--- src/rtl/vga_pkg.sv ---
// Shared constants for the VGA text-cursor controller: screen geometry,
// coordinate widths and cursor command codes.
package vga_pkg;

    localparam int COLS_DEF         = 80;
    localparam int ROWS_DEF         = 25;
    localparam int ADDR_W_DEF       = 11;
    localparam int BLINK_FRAMES_DEF = 16;

    localparam int COL_W = 7;
    localparam int ROW_W = 5;
    localparam int CMD_W = 3;

    localparam logic [CMD_W-1:0] CMD_NOP     = 3'd0;
    localparam logic [CMD_W-1:0] CMD_SET     = 3'd1;
    localparam logic [CMD_W-1:0] CMD_RIGHT   = 3'd2;
    localparam logic [CMD_W-1:0] CMD_LEFT    = 3'd3;
    localparam logic [CMD_W-1:0] CMD_NEWLINE = 3'd4;
    localparam logic [CMD_W-1:0] CMD_CR      = 3'd5;
    localparam logic [CMD_W-1:0] CMD_HOME    = 3'd6;

endpackage

--- src/rtl/vga_cursor_blink.sv ---
// Frame-counted cursor blink phase. A clear keeps the cursor solid while the
// host is moving it; the enable only masks the output, never the counter.
module vga_cursor_blink
    import vga_pkg::*;
#(
    parameter int BLINK_FRAMES = BLINK_FRAMES_DEF
) (
    input  logic i_clk,
    input  logic i_rst_n,
    input  logic i_frame_start,
    input  logic i_clr,
    input  logic i_en,
    output logic o_blink_on
);

    localparam int CNT_W = (BLINK_FRAMES > 1) ? $clog2(BLINK_FRAMES) : 1;
    localparam logic [CNT_W-1:0] CNT_LAST = CNT_W'(BLINK_FRAMES - 1);

    logic [CNT_W-1:0] cnt_q, cnt_d;
    logic             phase_q, phase_d;

    always_comb begin
        cnt_d   = cnt_q;
        phase_d = phase_q;
        // Clear has priority over a frame pulse landing on the same edge.
        if (i_clr) begin
            cnt_d   = '0;
            phase_d = 1'b1;
        end else if (i_frame_start) begin
            if (cnt_q == CNT_LAST) begin
                cnt_d   = '0;
                phase_d = ~phase_q;
            end else begin
                cnt_d = cnt_q + CNT_W'(1);
            end
        end
    end

    always_ff @(posedge i_clk or negedge i_rst_n) begin
        if (!i_rst_n) begin
            cnt_q   <= '0;
            phase_q <= 1'b1;
        end else begin
            cnt_q   <= cnt_d;
            phase_q <= phase_d;
        end
    end

    assign o_blink_on = phase_q & i_en;

endmodule

--- src/rtl/vga_cursor_pos_ctrl.sv ---
// Text cursor position controller: applies host cursor commands to col/row,
// then spends one cycle forming the linear address for the compare stage.
module vga_cursor_pos_ctrl
    import vga_pkg::*;
#(
    parameter int COLS         = COLS_DEF,
    parameter int ROWS         = ROWS_DEF,
    parameter int ADDR_W       = ADDR_W_DEF,
    parameter int BLINK_FRAMES = BLINK_FRAMES_DEF
) (
    input  logic              i_clk,
    input  logic              i_rst_n,
    input  logic              i_cmd_valid,
    output logic              o_cmd_ready,
    input  logic [CMD_W-1:0]  i_cmd,
    input  logic [COL_W-1:0]  i_col,
    input  logic [ROW_W-1:0]  i_row,
    input  logic              i_frame_start,
    input  logic              i_cur_en,
    output logic [ADDR_W-1:0] o_cur_pos_addr,
    output logic [COL_W-1:0]  o_cur_col,
    output logic [ROW_W-1:0]  o_cur_row,
    output logic              o_blink_on,
    output logic              o_scroll_req
);

    localparam logic [0:0] ST_IDLE = 1'b0;
    localparam logic [0:0] ST_CALC = 1'b1;

    localparam logic [COL_W-1:0] COL_MAX = COL_W'(COLS - 1);
    localparam logic [ROW_W-1:0] ROW_MAX = ROW_W'(ROWS - 1);

    logic [0:0]        state_q, state_d;
    logic [COL_W-1:0]  col_q, col_d;
    logic [ROW_W-1:0]  row_q, row_d;
    logic [ADDR_W-1:0] addr_q, addr_d;
    logic              scroll_q, scroll_d;

    logic              accept;
    logic              blink_clr;
    logic [ADDR_W-1:0] row_ext;
    logic [ADDR_W-1:0] calc_addr;

    assign o_cmd_ready = (state_q == ST_IDLE);
    assign accept      = i_cmd_valid && o_cmd_ready;
    assign blink_clr   = accept && (i_cmd >= CMD_SET) && (i_cmd <= CMD_HOME);

    assign row_ext = ADDR_W'(row_q);

    // 80 columns decomposes into 64 + 16, so the address needs no multiplier.
    generate
        if (COLS == 80) begin : g_addr_shift
            assign calc_addr = (row_ext << 6) + (row_ext << 4) + ADDR_W'(col_q);
        end else begin : g_addr_mul
            assign calc_addr = row_ext * ADDR_W'(COLS) + ADDR_W'(col_q);
        end
    endgenerate

    always_comb begin
        state_d  = state_q;
        col_d    = col_q;
        row_d    = row_q;
        addr_d   = addr_q;
        scroll_d = 1'b0;
        case (state_q)
            ST_IDLE: begin
                if (accept) begin
                    state_d = ST_CALC;
                    case (i_cmd)
                        CMD_SET: begin
                            col_d = (i_col > COL_MAX) ? COL_MAX : i_col;
                            row_d = (i_row > ROW_MAX) ? ROW_MAX : i_row;
                        end
                        CMD_RIGHT: begin
                            if (col_q == COL_MAX) begin
                                col_d = '0;
                                if (row_q == ROW_MAX) scroll_d = 1'b1;
                                else                  row_d = row_q + ROW_W'(1);
                            end else begin
                                col_d = col_q + COL_W'(1);
                            end
                        end
                        CMD_LEFT: begin
                            // Top-left corner is a hard stop: no wrap, no scroll.
                            if (col_q == '0) begin
                                if (row_q != '0) begin
                                    col_d = COL_MAX;
                                    row_d = row_q - ROW_W'(1);
                                end
                            end else begin
                                col_d = col_q - COL_W'(1);
                            end
                        end
                        CMD_NEWLINE: begin
                            col_d = '0;
                            if (row_q == ROW_MAX) scroll_d = 1'b1;
                            else                  row_d = row_q + ROW_W'(1);
                        end
                        CMD_CR: begin
                            col_d = '0;
                        end
                        CMD_HOME: begin
                            col_d = '0;
                            row_d = '0;
                        end
                        default: ;
                    endcase
                end
            end
            ST_CALC: begin
                addr_d  = calc_addr;
                state_d = ST_IDLE;
            end
            default: state_d = ST_IDLE;
        endcase
    end

    always_ff @(posedge i_clk or negedge i_rst_n) begin
        if (!i_rst_n) begin
            state_q  <= ST_IDLE;
            col_q    <= '0;
            row_q    <= '0;
            addr_q   <= '0;
            scroll_q <= 1'b0;
        end else begin
            state_q  <= state_d;
            col_q    <= col_d;
            row_q    <= row_d;
            addr_q   <= addr_d;
            scroll_q <= scroll_d;
        end
    end

    vga_cursor_blink #(
        .BLINK_FRAMES (BLINK_FRAMES)
    ) u_blink (
        .i_clk         (i_clk),
        .i_rst_n       (i_rst_n),
        .i_frame_start (i_frame_start),
        .i_clr         (blink_clr),
        .i_en          (i_cur_en),
        .o_blink_on    (o_blink_on)
    );

    assign o_cur_pos_addr = addr_q;
    assign o_cur_col      = col_q;
    assign o_cur_row      = row_q;
    assign o_scroll_req   = scroll_q;

endmodule
--- config.mk ---
export PLATFORM = sky130hd
export DESIGN_NAME = vga_cursor_pos_ctrl
export DESIGN_NICKNAME = d
export VERILOG_FILES = /design/src/rtl/vga_pkg.sv /design/src/rtl/vga_cursor_blink.sv /design/src/rtl/vga_cursor_pos_ctrl.sv
export SDC_FILE = /design/constraint.sdc
export NUM_CORES = 1
export LEC_CHECK = 0
export ABC_CLOCK_PERIOD_IN_PS = 2800
export BUFFER_PORTS_ARGS = -buffer_cell sky130_fd_sc_hd__buf_2
export CORE_ASPECT_RATIO = 1.2
export CORE_MARGIN = 2
export CORE_UTILIZATION = 57
export CTS_BUF_LIST = sky130_fd_sc_hd__clkbuf_2
export CTS_CLUSTER_SIZE = 14
export DETAILED_ROUTE_END_ITERATION = 8
export PLACE_DENSITY = 0.81
export REMOVE_ABC_BUFFERS = 1
export SLEW_MARGIN = 10
export SYNTH_ARGS = -nofsm -noshare
export SYNTH_HDL_FRONTEND = slang
export SYNTH_SLANG_ARGS = --single-unit
--- constraint.sdc ---
create_clock -name i_clk -period 2.8 [get_ports i_clk]
set_input_delay 0.14 -clock i_clk [delete_from_list [all_inputs] [get_ports i_clk]]
set_output_delay 0.14 -clock i_clk [all_outputs]
set_load 0.005 [all_outputs]
==> flow_summary.ini <==
[status]
outcome = finished clean

[logic_synthesis]
yosysMostFrequentCell = dfrtp_1
async_reset_ff_share_pct = 100
yosysSeqAreaShare_pct = 32.6
yosys-top-cells-count = 29 x dfrtp_1, 25 x nor2_1, 21 x a21oi_1, 19 x nand2_1, 16 x ha_1
syn_inst = 252
synth_area_leaders = dfrtp_1 31%, ha_1 8.7%, mux2_2 4.9%
avgSynthCellArea_um2 = 9.15
synth_top_area_share_pct = 31.5
synth_ff_type = dfrtp_1
synth_seq_cells = 30
synth.cell_area_um2 = 2300
yosysTopAreaCell = dfrtp_1
yosysUniqueCellTypes = 53
yosysWarnings = 0
synth_edf_count = 0

[timing]
slew_viol_final = 0
holdWs_ns = 0.0325
min_period_ns = 2.57
relSlewSlack_pct = 54.6
setup_tns_ns = 0
post-route-period-util_pct = 91.9
worst_slew_pin_slew_ns = 0.680
final-hold-violation-count = 0
rsz0062_at_grt = false
setup_viol_count_final = 0
clock-skew-final_ns = 0.0277
max_clock_freq_mhz = 389

[critical_path]
cp.arrival_ns = 2.90
crit_buf_inv = 2
required_ns = 3.13
slowest_delay_ns = 0.53
cp_top_family = adder cells
start_kind = flop
critPathKind = flop to flop
worstPathMaxFanout = 6
cp_cell_sequence = inv_1 > fa_1 > inv_1 > ha_1 > a21o_1 > a21oi_1 > o21bai_1 > a21oi_1 > xnor2_1 > mux2_2
endpoint_kind = flop
cpMaxStageDelayCell = fa_1

[job]
cap_violations = 0

[clock_tree]
clockBufferDepth = 2
postCtsSetupBuffers = 0
htree_levels = 2
cts_buffers = 5
root_buffer = clkbuf_2
clkTransAtPathRegs_ns = 0.18
cts_tree = built
clock_latency_ns = 0.41
cts.sinks = 30

[layout]
regArea_um2 = 752
fillCellCount = 337
syn_to_final_growth_pct = 13.5
diodes = 0
multi_input_area_um2 = 1390
final_nets = 337
drive_gt1_share_pct = 27.4

[floorplan]
die_h_um = 73.7
rows = 25
ios = 46
start_util_pct = 58.9
die_area_um2 = 4570
dieWidth_um = 62.0
core_um2 = 3910

[global_routing]
grt_pass1_vias = 1919
grtUsageTotal_pct = 26.4
grt_pass1_wl_um = 8850
grt_overflow_total = 0
antenna_found_initial = 0
grt_max_degree = 31

[power]
ir_worst_vdd_v = 0.000490
leakagePower_nw = 1.23
power-per-cell-area_nw_per_um2 = 774

[route]
first_iter_violations = 248
antenna_left = 0
drc = 0
via_per_inst = 5.70
drt_wl_total_um = 5410
wl_per_cell_um = 15.3
firstDrtPassIters = 4
num_vias = 2012

[place]
port_buffers = 45
gp_congestion = 0.927
hpwlAfterDp_um = 4020

[hold_path]
hp-class = input pin to flop
-- stage by stage --
step / instances / util (%) / setup slack (ns) / instance area [um2] / total power [mW]
floorplan: 235 / - / 0.400 / 2200 / 1.42
global placement: 344 / 65.6 / 0.367 / 2570 / 1.75
detailed placement: 344 / 65.6 / 0.228 / 2570 / 1.81
CTS: 353 / 66.9 / 0.216 / 2620 / 2.04
global route: 353 / 66.9 / 0.0312 / 2620 / 2.23
finish: 353 / 66.9 / 0.228 / 2620 / 2.03
-- path summary, 6_finish.rpt --
path | from | to | slack [ns] | depth (start not counted)
min in group asynchronous | i_rst_n | o_cur_pos_addr[6] | 0.27 | 2
max in group asynchronous | i_rst_n | o_cur_col[2] | 2.07 | 2
hold / removal | i_row[1] | o_cur_row[1] | 0.03 | 3
setup / recovery | o_cur_row[0] | o_cur_pos_addr[10] | 0.23 | 10
hold reg to reg | o_cur_pos_addr[2] | o_cur_pos_addr[2] | 0.52 | 1
setup reg to reg | o_cur_row[0] | o_cur_pos_addr[10] | 0.23 | 10
-- where the power goes --
part / switching [mW] / leakage (nW) / internal, mW
combinational: 0.565 / 0.830 / 0.534
clock: 0.166 / 0.0327 / 0.0624
sequential: 0.136 / 0.371 / 0.563
total: 0.867 / 1.23 / 1.16
-- routing by layer --
layer | part of all wire (%) | GRT usage [%] | up-vias
li1 | - | - | 986
met1 | 42 | 32.3 | 945
met2 | 50 | 43.3 | 67
met3 | 5.3 | 5.46 | 14
met4 | 2.8 | 12.5 | 0
met5 | 0 | 0 | -
-- repair_timing --
| action | in CTS | in global routing |
|---|---|---|
| endpoints found under the hold margin | 29 | 0 |
| hold buffers | 1 | 0 |
| gates resized for setup | 0 | 0 |
-- tightest hold or removal path: stages --
cell and delay [ns]:
buf_2 0.08, a21oi_1 0.05, mux2i_1 0.13
-- layout by cell type (no fill, tap or decap), types with 6 or more instances in the layout --
cell type,netlist,routed
inv_1,14,14
a21oi_1,21,21
buf_2,4,45
buf_4,6,10
ha_1,16,16
xor2_1,6,6
mux2_2,10,10
nor3_1,9,9
nand2_1,19,19
nor2_1,25,25
clkbuf_2,0,6
nand3_1,7,7
xnor2_1,8,8
o21ai_0,9,9
dfrtp_1,29,29
-- flip-flops by register name, indices dropped and copies added, names as in the netlist --
signal	cells
u_blink.phase_q	1
o_scroll_req	1
o_cur_row	5
o_cur_pos_addr	11
u_blink.cnt_q	4
o_cur_col	7
state_q	1
-- area by class of cell --
class,instances,area share [%]
multi-input cells,190,53.1
repair buffers,56,11.9
clock inverters,2,0.383
well taps,54,2.58
inverters,15,2.15
clock buffers,6,1.15
flip-flops and latches,30,28.7
-- cell families after synthesis --
group / share of synthesized area [%]
compound gates: 19.3
xor+xnor: 5.32
fa+ha+maj: 11.3
buf+inv: 7.06
flops: 32.6
mux: 7.06
simple gates: 17.4
(Power assumes the default switching activity.)
